===== src/rtl/hazard_pkg.sv =====
// ============================================================================
// Module : hazard_pkg
// Brief  : Shared widths, types and op classes for the ID-stage hazard unit.
// Rev    : 1.0  initial release
// ============================================================================
`default_nettype none

package hazard_pkg;
    localparam int RIDX  = 5;
    localparam int CNT_W = 3;

    typedef logic [RIDX-1:0]  reg_idx_t;
    typedef logic [CNT_W-1:0] lat_t;

    typedef enum logic [1:0] {
        OP_ALU  = 2'd0,
        OP_LOAD = 2'd1,
        OP_LONG = 2'd2
    } op_class_e;
endpackage

`default_nettype wire


===== src/rtl/hazard_reg_timer.sv =====
// ============================================================================
// Module : hazard_reg_timer
// Brief  : Saturating down-counter; a load keeps the larger of the new value
//          and the decremented current value.
// Rev    : 1.0  initial release
// ============================================================================
`default_nettype none

module hazard_reg_timer #(
    parameter int CNT_W = 3
) (
    input  logic             clk_i,
    input  logic             rst_i,
    input  logic             load_i,
    input  logic [CNT_W-1:0] load_val_i,
    output logic [CNT_W-1:0] cnt_o
);

    logic [CNT_W-1:0] r_cnt;
    logic [CNT_W-1:0] w_dec;

    assign w_dec = (r_cnt == '0) ? '0 : r_cnt - CNT_W'(1);

    always_ff @(posedge clk_i or negedge rst_i) begin
        if (!rst_i) begin
            r_cnt <= '0;
        end else if (load_i && (load_val_i > w_dec)) begin
            r_cnt <= load_val_i;
        end else begin
            r_cnt <= w_dec;
        end
    end

    assign cnt_o = r_cnt;

endmodule

`default_nettype wire


===== src/rtl/hazard_scoreboard.sv =====
// ============================================================================
// Module : hazard_scoreboard
// Brief  : ID-stage countdown scoreboard: data hazards on pending load and
//          mul/div results plus a structural hazard on the long unit.
//          Optional stall-cycle counter enabled by macro HAZARD_PERF_EN.
// Rev    : 1.0  initial release
// ============================================================================
`default_nettype none

module hazard_scoreboard #(
    parameter int NREG     = 32,
    parameter int RIDX     = 5,
    parameter int LOAD_LAT = 1,
    parameter int LONG_LAT = 4,
    parameter int CNT_W    = 3
) (
    input  logic            clk_i,
    input  logic            rst_i,
    input  logic            id_valid_i,
    input  logic [RIDX-1:0] id_rs1_i,
    input  logic [RIDX-1:0] id_rs2_i,
    input  logic            id_rs1_use_i,
    input  logic            id_rs2_use_i,
    input  logic [RIDX-1:0] id_rd_i,
    input  logic            id_regwr_i,
    input  logic            id_memread_i,
    input  logic            id_long_i,
    input  logic            flush_i,
    output logic            stall_o,
    output logic            pcwrite_o,
    output logic            noop_o,
    output logic [31:0]     stall_cnt_o
);

    import hazard_pkg::*;

    logic [CNT_W-1:0] w_cnt [NREG];
    logic [CNT_W-1:0] w_busy;
    logic [CNT_W-1:0] w_new;
    op_class_e        w_op;
    logic             w_rs1_haz;
    logic             w_rs2_haz;
    logic             w_struct_haz;
    logic             w_stall;
    logic             w_issue;
    logic             w_wr_en;

    always_comb begin
        w_op = OP_ALU;
        if (id_memread_i) begin
            w_op = OP_LOAD;
        end else if (id_long_i) begin
            w_op = OP_LONG;
        end
    end

    always_comb begin
        w_new = '0;
        case (w_op)
            OP_LOAD: w_new = CNT_W'(LOAD_LAT);
            OP_LONG: w_new = CNT_W'(LONG_LAT);
            default: w_new = '0;
        endcase
    end

    assign w_rs1_haz    = id_rs1_use_i && (id_rs1_i != '0) && (w_cnt[id_rs1_i] != '0);
    assign w_rs2_haz    = id_rs2_use_i && (id_rs2_i != '0) && (w_cnt[id_rs2_i] != '0);
    assign w_struct_haz = id_long_i && (w_busy != '0);

    // Flush overrides any hazard: the squashed instruction neither stalls nor issues.
    assign w_stall   = id_valid_i && (w_rs1_haz || w_rs2_haz || w_struct_haz) && !flush_i;
    assign w_issue   = id_valid_i && !w_stall && !flush_i;
    assign w_wr_en   = w_issue && id_regwr_i;

    assign stall_o   = w_stall;
    assign noop_o    = w_stall;
    assign pcwrite_o = !w_stall;

    // x0 is hard-wired to "ready".
    assign w_cnt[0] = '0;

    generate
        for (genvar r = 1; r < NREG; r++) begin : g_reg
            hazard_reg_timer #(
                .CNT_W (CNT_W)
            ) u_timer (
                .clk_i      (clk_i),
                .rst_i      (rst_i),
                .load_i     (w_wr_en && (id_rd_i == RIDX'(r))),
                .load_val_i (w_new),
                .cnt_o      (w_cnt[r])
            );
        end
    endgenerate

    hazard_reg_timer #(
        .CNT_W (CNT_W)
    ) u_long_busy (
        .clk_i      (clk_i),
        .rst_i      (rst_i),
        .load_i     (w_issue && id_long_i),
        .load_val_i (CNT_W'(LONG_LAT - 1)),
        .cnt_o      (w_busy)
    );

`ifdef HAZARD_PERF_EN
    logic [31:0] r_stall_cnt;

    always_ff @(posedge clk_i or negedge rst_i) begin
        if (!rst_i) begin
            r_stall_cnt <= '0;
        end else if (w_stall && (r_stall_cnt != 32'hFFFF_FFFF)) begin
            r_stall_cnt <= r_stall_cnt + 32'd1;
        end
    end

    assign stall_cnt_o = r_stall_cnt;
`else
    assign stall_cnt_o = 32'd0;
`endif

endmodule

`default_nettype wire


===== config.mk =====
export PLATFORM = sky130hd
export DESIGN_NAME = hazard_scoreboard
export DESIGN_NICKNAME = d
export VERILOG_FILES = /design/src/rtl/hazard_pkg.sv /design/src/rtl/hazard_reg_timer.sv /design/src/rtl/hazard_scoreboard.sv
export SDC_FILE = /design/constraint.sdc
export NUM_CORES = 1
export LEC_CHECK = 0
export ABC_AREA = 1
export ABC_CLOCK_PERIOD_IN_PS = 2029
export CAP_MARGIN = 10
export CORE_MARGIN = 2
export CORE_UTILIZATION = 40
export DETAILED_ROUTE_END_ITERATION = 10
export HOLD_SLACK_MARGIN = 0.08
export SLEW_MARGIN = 30
export SYNTH_ARGS = -nofsm -noshare
export SYNTH_HDL_FRONTEND = slang
export SYNTH_SLANG_ARGS = --single-unit

===== constraint.sdc =====
create_clock -name clk_i -period 2.03 [get_ports clk_i]
set_input_delay 0.203 -clock clk_i [delete_from_list [all_inputs] [get_ports clk_i]]
set_output_delay 0.203 -clock clk_i [all_outputs]
set_load 0.1 [all_outputs]

==> results.cfg, run 1 <==
[global_routing]
grt_max_degree = 95
track_usage_pct = 24.0
grt_pass1_vias = 8490
grt_antenna_before_repair = 0
overflow = 0
grt_pass1_wl_um = 42500

[logic_synthesis]
synth.cell_area_sq_um = 8640
synth_top_area_cell = dfrtp_1
yosysTopAreaCellShare_pct = 27.8
synth.distinct_cells = 24
ys_warn_count = 0
yosys-top-cells-area = dfrtp_1, ha_1, nand2_1, inv_1, nor2_1
synth-edff-count = 0
synth_most_common_cell = nand2_1
netlist_instances = 1281
syn_avg_cell_area_sq_um = 6.75
async_reset_ff_share_pct = 100
ys_ff_latch = 96
yosys_most_used_dff = dfrtp_1
yosys-top-cells-count = nand2_1, inv_1, nor2_1, nand3_1, ha_1
ys_seq_area_share_pct = 27.8

[setup_path]
end_kind = output port
crit_chain = nor2_2 -> nand2_1 -> nand3_2 -> nand2_2 -> nand2_1 -> nand2_1 -> nand2_2 -> nand3_2 -> nand3_2 -> nand3_2 -> buf_6 -> nand3_4 -> clkinvlp_4 -> buf_12
cp.buffers_inverters = 3
arrival_ns = 2.17
cp_slowest_cell = dfrtp_1
cp_common_cell = nand3_2
worstPathRequired_ns = 1.83
start_kind = flip-flop
path_delay_family = simple AND/OR/NAND/NOR gates
max_stage_delay_ns = 0.42
path_max_fanout = 3
setup.worst_path.class = flip-flop to output port

[floorplanning]
core_sq_um = 21100
dieArea_sq_um = 22800
initial_core_util_pct = 41.0
placementRows = 53
dieHeight_um = 151
pin_count = 59
fp.dieW_um = 151

[hold_path]
hp-class = input pin to async pin

[placed_design]
gp_congestion = 0.895
placed_area_sq_um = 10200
io_buffers = 26
hpwl_um = 17600

[clock_tree]
path_clk_slew_ns = 0.07
cts_buffers = 9
cts_buffer_depth = 2
cts_tree = done
cts-root-buf = clkbuf_16
clock_latency_ns = 0.36
clock-sinks = 96
htree_levels = 3

[outcome]
status = finished, violations left
violations = setup timing

[pwr]
ir_worst_vdd_mv = 0.393
p_per_area_nw_per_um2 = 493
p_leak_nw = 6.44

[timing]
max-slew-margin-rel_pct = 56.6
clock_skew_ns = 0.00947
min_period_ns = 2.38
worst_slack_ns = -0.345
drv_slew = 0
fin_crit_sh_pct = 117
rsz0062_at_grt = true
tightest_slew_ns = 0.650
timing.setup.tns_ns = -25.04
fmax_ghz = 0.421
setup_viol = 98
finalHoldViolCount = 0

[routing]
drt_iter0_drc = 575
remaining_drc_errors = 0
vias = 8712
wl_per_cell_um = 15.2
routed_wirelength_um = 26500
drt_pass1_iterations = 5
ant_nets = 0
vias_per_cell = 5.00

[finish]
fin_area_sq_um = 11900
regArea_sq_um = 2400
area_delta_synth_final_pct = 37.4
multi_input_area_sq_um = 5960
fillCellCount = 1954
diodes = 0
nets = 1611
layout-drive-gt1-share_pct = 26.9

[job]
cap_viol_max_count = 0
per-stage QoR:
| stage | hold slack, ns | setup WS (ns) | utilization [%] | instances | total power (W) |
|---|---|---|---|---|---|
| floorplan | -0.0926 | -0.492 | - | 1312 | 0.00312 |
| global placement | 0.208 | -0.668 | 48.6 | 1690 | 0.00362 |
| detailed placement | 0.209 | -0.733 | 48.6 | 1690 | 0.00364 |
| CTS | 0.386 | -0.330 | 54.9 | 1736 | 0.00582 |
| global route | 0.405 | -0.444 | 56.3 | 1742 | 0.00613 |
| finish | 0.353 | -0.345 | 56.3 | 1742 | 0.00586 |
per-layer routing:
metal | track usage (%) | up-vias | routed length, um
met5 | 0 | - | 0
met4 | 7.99 | 0 | 723
met3 | 3.89 | 47 | 1130
met2 | 42.5 | 193 | 13000
met1 | 29.7 | 4090 | 11600
li1 | - | 4382 | -
sequential cells by signal (all words and copies together) (netlist names):
name	cells
g.u_timer.cnt_o	93
u_long_busy.cnt_o	3
cell type report:
type / instances / area share (%)
Clock buffer: 12 / 1.99
Timing Repair Buffer: 208 / 17.7
Multi-Input combinational cell: 947 / 50.1
Clock inverter: 3 / 0.569
Tap cell: 275 / 2.90
Inverter: 201 / 6.46
Sequential cell: 96 / 20.2
final timing paths:
check / from / end / slack [ns] / cells past startpoint
min in group clk_i: id_memread_i / g_reg[17].u_timer.cnt_o[0] / 0.40 / 4
min reg2reg: u_long_busy.cnt_o[2] / u_long_busy.cnt_o[1] / 0.49 / 2
max in group asynchronous: rst_i / g_reg[16].u_timer.cnt_o[1] / 1.08 / 3
max: g_reg[20].u_timer.cnt_o[0] / stall_o / -0.35 / 14
max reg2reg: g_reg[20].u_timer.cnt_o[0] / g_reg[9].u_timer.cnt_o[0] / -0.33 / 19
min: rst_i / g_reg[4].u_timer.cnt_o[1] / 0.35 / 2
worst register-to-register path, delay by kind of cell, from the launching register on:
kind	cells	cell delay, ns
and+or+nand+nor	14	1.20
buffers and inverters	5	0.62
DFF	1	0.42
where the power goes:
group | internal, W | total (W) | switching (W)
combinational | 0.000762 | 0.00199 | 0.00122
clock | 0.00108 | 0.00185 | 0.000774
sequential | 0.00197 | 0.00203 | 0.0000531
total | 0.00381 | 0.00586 | 0.00205
layout by cell type (no fill, tap or decap), types with 2 or more instances in the layout:
cell             instances
dlygate4sd2_1            3
nand2_1                246
nand2_2                 82
buf_2                    2
conb_1                  32
buf_6                   10
clkbuf_1                 3
nor2_1                 141
inv_2                   27
dfrtp_1                 95
clkbuf_16               10
clkinvlp_4               3
nor3_1                  17
nand3_1                 85
inv_4                    2
nand3_4                 32
buf_16                   9
buf_8                    2
nand3_2                  9
inv_1                  170
bufinv_16                2
ha_1                   122
clkdlybuf4s50_1         16
buf_12                  20
ha_4                     2
o21ai_0                 63
nor3_2                   2
nor2_4                  13
nand4_1                 66
buf_4                  143
o21ai_1                  4
a21oi_1                  5
nor2_2                  21
cell families after synthesis:
kind of cell               after synthesis  synth area share, %
AOI/OAI and AO/OA                       73                 4.26
and+or+nand+nor                        718                 35.8
adders and majority gates              124                 18.0
buffers and inverters                  269                 14.1
DFF                                     96                 27.8
other                                    1               0.0434
what timing repair did:
action | in CTS | in global routing
setup buffers | 20 | 9
gates resized for setup | 115 | 120
pin swaps | 75 | 74
hold buffers | 1 | 0
endpoints found under the setup margin | 98 | 98
gates cloned | 10 | 1
endpoints found under the hold margin | 30 | 0
(Power assumes the default switching activity.)
==> inputs of run 2 (changes only) <==
- CAP_MARGIN: 10 -> 20
- CORE_ASPECT_RATIO: not set -> 0.6
==> results.cfg, run 2 (synthesis gave the netlist of run 1 again) <==
[setup_path]
r2r_end = g_reg[21].u_timer.cnt_o[0]
worstPathRequired_ns = 1.83
path_max_fanout = 3
critPathLaunch = g_reg[12].u_timer.cnt_o[0]
setup.worst_path.class = flip-flop to output port
arrival_ns = 2.22
end_kind = output port
path_delay_family = simple AND/OR/NAND/NOR gates
cp.buffers_inverters = 4
worst-path-stages = 13
crit_chain = nor2_4 -> buf_6 -> nand3_2 -> nand4_1 -> nand2_1 -> nand3_1 -> nand3_1 -> nand3_2 -> nand3_4 -> buf_12 -> nand3_4 -> clkinvlp_4 -> buf_12
reg2reg_depth = 17
cp_slowest_cell = dfrtp_1
r2r_slack_ns = -0.35
start_kind = flip-flop
crit_end = noop_o
rr_startpoint = g_reg[12].u_timer.cnt_o[0]
max_stage_delay_ns = 0.42

[placed_design]
numPlacedInstances = 1731
gp_congestion = 0.921
hpwl_um = 19800
io_buffers = 26

[clock_tree]
cts-root-buf = clkbuf_16
cts_buffers = 9
clock_latency_ns = 0.37
path_clk_slew_ns = 0.07
cts_tree = done
cts_buffer_depth = 2
htree_levels = 3
clock-sinks = 96

[pwr]
p_leak_nw = 6.67
ir_worst_vdd_mv = 0.459
p_per_area_nw_per_um2 = 470

[routing]
remaining_drc_errors = 0
vias = 8896
wl_per_cell_um = 15.8
vias_per_cell = 4.99
ant_nets = 0
drt_iter0_drc = 669
routed_wirelength_um = 28200
drt_pass1_iterations = 5

[finish]
layout-drive-gt1-share_pct = 27.3
instances_no_fill = 1782
layout_common_cells = nand2_1, inv_1, buf_4
diodes = 0
fillCellCount = 1919
mostFrequentLayoutCell = nand2_1
area_delta_synth_final_pct = 40.3
nets = 1648
largest_register_ffs = 93

[global_routing]
grt_pass1_vias = 8415
track_usage_pct = 24.8
overflow = 0
grt_max_degree = 95
grt_antenna_before_repair = 0
grt_pass1_wl_um = 44600

[floorplanning]
core_sq_um = 21100
initial_core_util_pct = 41.0
dieArea_sq_um = 22800
fp.dieW_um = 194
pin_count = 59
dieHeight_um = 118
placementRows = 41

[outcome]
status = finished, violations left
violations = setup timing

[timing]
worst_slack_ns = -0.394
hold_slack_ns = 0.335
setup_viol = 98
min_period_ns = 2.42
fmax_ghz = 0.413
finalHoldViolCount = 0
clock_skew_ns = 0.0105
rsz0062_at_grt = true
tightest_slew_ns = 0.660
drv_slew = 0
max-slew-margin-rel_pct = 56.0
fin_crit_sh_pct = 119

[job]
cap_viol_max_count = 0

[hold_path]
hp-class = input pin to async pin
## run 2: power breakdown
| group | internal [W] | leakage, nW | switching (W) | total (W) |
|---|---|---|---|---|
| Clock | 0.000851 | 0.126 | 0.000769 | 0.00162 |
| Sequential | 0.00197 | 1.33 | 0.0000536 | 0.00203 |
| Combinational | 0.000800 | 5.21 | 0.00126 | 0.00206 |
## run 2: how the worst min path moves through the flow
stage           from                    endpoint  slack (ns)  cells past startpoint
2_1_floorplan  rst_i  g_reg[10].u_timer.cnt_o[0]       -0.09                      0
3_3_place_gp   rst_i   g_reg[8].u_timer.cnt_o[1]        0.20                      1
3_5_place_dp   rst_i   g_reg[8].u_timer.cnt_o[1]        0.20                      1
4_1_cts        rst_i   g_reg[8].u_timer.cnt_o[1]        0.34                      2
5_1_grt        rst_i   g_reg[8].u_timer.cnt_o[1]        0.37                      2
6_report       rst_i        u_long_busy.cnt_o[2]        0.34                      2
## run 2: area by class of cell
cell class / instances / area (sq um) / area share, %
Inverter: 201 / 767 / 6.32
Tap cell: 279 / 349 / 2.88
Multi-Input combinational cell: 948 / 5960 / 49.1
Timing Repair Buffer: 244 / 2400 / 19.8
Clock inverter: 1 / 5.00 / 0.0413
Clock buffer: 13 / 250 / 2.06
Sequential cell: 96 / 2400 / 19.8
## run 2: worst register-to-register path, delay by kind of cell (launching register included)
family        cells  cell delay (ns)
buf+inv           5             0.68
simple gates     12             1.17
flops             1             0.42
## run 2: repair_timing
action | 4_1_cts | 5_1_grt
gates resized for setup | 77 | 148
hold buffers | 1 | 0
gates cloned | 9 | 3
pin swaps | 36 | 78
endpoints found under the hold margin | 31 | 0
buffers inserted | 20 | 9
setup endpoints to repair | 98 | 98
## run 2: metrics by stage
step / area [sq um] / setup WS, ns / utilization (%) / setup TNS, ns / power (W)
2_1_floorplan: 8920 / -0.492 / - / -0.752 / 0.00312
3_3_place_gp: 10600 / -0.664 / 50.2 / -58.03 / 0.00368
3_5_place_dp: 10600 / -0.718 / 50.2 / -62.53 / 0.00372
4_1_cts: 11600 / -0.395 / 54.9 / -27.98 / 0.00560
5_1_grt: 12100 / -0.473 / 57.5 / -33.37 / 0.00597
6_report: 12100 / -0.394 / 57.5 / -25.47 / 0.00570
## run 2: routing by layer
metal  up-vias  routed length, um  GRT usage, %
met5         -                  0             0
li1       4453                  -             -
met1      4153              13900          37.0
met4         0                464          5.92
met3        33               2010          5.19
met2       257              11800          36.3
==> inputs of run 3 (changes only) <==
- ABC_CLOCK_PERIOD_IN_PS: 2029 -> 2400
- clock period: 2.03 -> 2.4 ns (I/O delays scaled with it)
==> results.cfg, run 3 (synthesis gave the netlist of run 1 again) <==
[outcome]
status = complete, no violations

[timing]
drv_slew = 0
fmax_ghz = 0.426
tightest_slew_ns = 0.500
hold_slack_ns = 0.289
clock_skew_ns = 0.00858
finalHoldViolCount = 0
rsz0062_at_grt = true
min_period_ns = 2.35
fin_crit_sh_pct = 97.8
setup_viol = 0
max-slew-margin-rel_pct = 66.3

[setup_path]
path_max_fanout = 8
start_kind = flip-flop
end_kind = flip-flop
arrival_ns = 2.64
reg2reg_depth = 17
rr_startpoint = g_reg[20].u_timer.cnt_o[1]
worstPathRequired_ns = 2.69
r2r_slack_ns = 0.05
setup.worst_path.class = flip-flop to flip-flop
r2r_end = g_reg[24].u_timer.cnt_o[0]

[routing]
drt_pass1_iterations = 5
routed_wirelength_um = 26100
remaining_drc_errors = 0
wl_per_cell_um = 15.7
ant_nets = 0
drt_iter0_drc = 668
vias_per_cell = 5.00
vias = 8307

[clock_tree]
htree_levels = 3
clock-sinks = 96
cts_buffer_depth = 2
cts-root-buf = clkbuf_16
cts_buffers = 9
path_clk_slew_ns = 0.07
clock_latency_ns = 0.36
cts_tree = done

[finish]
fillCellCount = 2093
layout_common_cells = nand2_1, inv_1, nor2_1
mostFrequentLayoutCell = nand2_1
fin_area_sq_um = 10500
diodes = 0
layout-drive-gt1-share_pct = 14.8
area_delta_synth_final_pct = 21.7
largest_register_ffs = 93
nets = 1528

[floorplanning]
fp.dieW_um = 194
dieArea_sq_um = 22800
pin_count = 59
core_sq_um = 21100
initial_core_util_pct = 41.0
placementRows = 41
dieHeight_um = 118

[global_routing]
grt_pass1_vias = 7395
overflow = 0
grt_max_degree = 95
grt_pass1_wl_um = 39500
grt_antenna_before_repair = 0
track_usage_pct = 22.0

[job]
cap_viol_max_count = 0

[hold_path]
holdPathStages = 3
hp-class = input pin to flip-flop
worstHoldStart = id_memread_i
holdPathEnd = g_reg[27].u_timer.cnt_o[0]

[placed_design]
placed_area_sq_um = 9560
hpwl_um = 18000
gp_congestion = 0.983
io_buffers = 26

[pwr]
p_leak_nw = 5.97
ir_worst_vdd_mv = 0.343
p_per_area_nw_per_um2 = 427
==> run 3: how the worst max path moves through the flow <==
stage | from | to | slack, ns | cells past startpoint
2_1_floorplan | id_rs1_i[1] | stall_o | -0.22 | 15
3_3_place_gp | id_rs1_i[0] | g_reg[23].u_timer.cnt_o[2] | -0.32 | 17
3_5_place_dp | id_rs1_i[0] | g_reg[4].u_timer.cnt_o[2] | -0.36 | 17
4_1_cts | g_reg[18].u_timer.cnt_o[0] | stall_o | 0.04 | 13
5_1_grt | g_reg[4].u_timer.cnt_o[0] | g_reg[24].u_timer.cnt_o[0] | -0.06 | 18
6_report | g_reg[20].u_timer.cnt_o[1] | g_reg[24].u_timer.cnt_o[0] | 0.05 | 17
==> run 3: critical path, cell delays in order, from the launching register on <==
cell and delay, ns:
dfrtp_1 0.41, nor2_2 0.17, nand2_1 0.10, nand3_1 0.09, nand2_1 0.05, nand2_1 0.05, nand2_1 0.08, nand2_1 0.07
nand3_1 0.08, nand3_2 0.11, nand3_4 0.12, buf_4 0.17, nor2_4 0.11, buf_12 0.16, buf_8 0.12, clkbuf_16 0.16
nand4_1 0.08, nand2_1 0.14
==> run 3: report_power, final <==
part	switching (W)	internal, W	total, W	leakage [nW]
clock network	0.000632	0.000720	0.00135	0.126
logic	0.000953	0.000469	0.00142	4.51
registers	0.0000495	0.00167	0.00172	1.34
==> run 3: layout make-up <==
cell class	count	area (sq um)	share of cell area, %
clock buffers	13	250	2.38
clock inverters	1	5.00	0.0476
repair buffers	124	1280	12.2
flip-flops and latches	96	2400	22.8
inverters	201	766	7.28
multi-input cells	948	5470	52.0
well taps	279	349	3.32
==> run 3: per-stage QoR <==
step	utilization, %	power, W	instances	setup TNS [ns]	setup slack (ns)
after CTS	47.9	0.00440	1651	0	0.0376
after floorplan	-	0.00261	1312	-0.218	-0.218
after global routing	49.9	0.00472	1662	-1.23	-0.0630
after global placement	45.3	0.00297	1616	-26.67	-0.317
final	49.9	0.00449	1662	0	0.0534
after detailed placement	45.3	0.00298	1616	-28.87	-0.365
==> run 3: routing by layer <==
layer	share of wire [%]	vias up	routed length, um	track usage, %
met5	0	-	0	0
met4	1.1	0	286	4.20
met3	8.7	23	2260	5.13
met2	38	277	9980	29.9
met1	52	3808	13600	34.7
li1	-	4199	-	-
==> run 3: what timing repair did <==
item,4_1_cts,5_1_grt
hold endpoints to repair,16,0
gates resized for setup,48,55
cloned,1,7
pin swaps,19,23
setup buffers,20,4
hold buffers,1,0
setup endpoints to repair,3,98
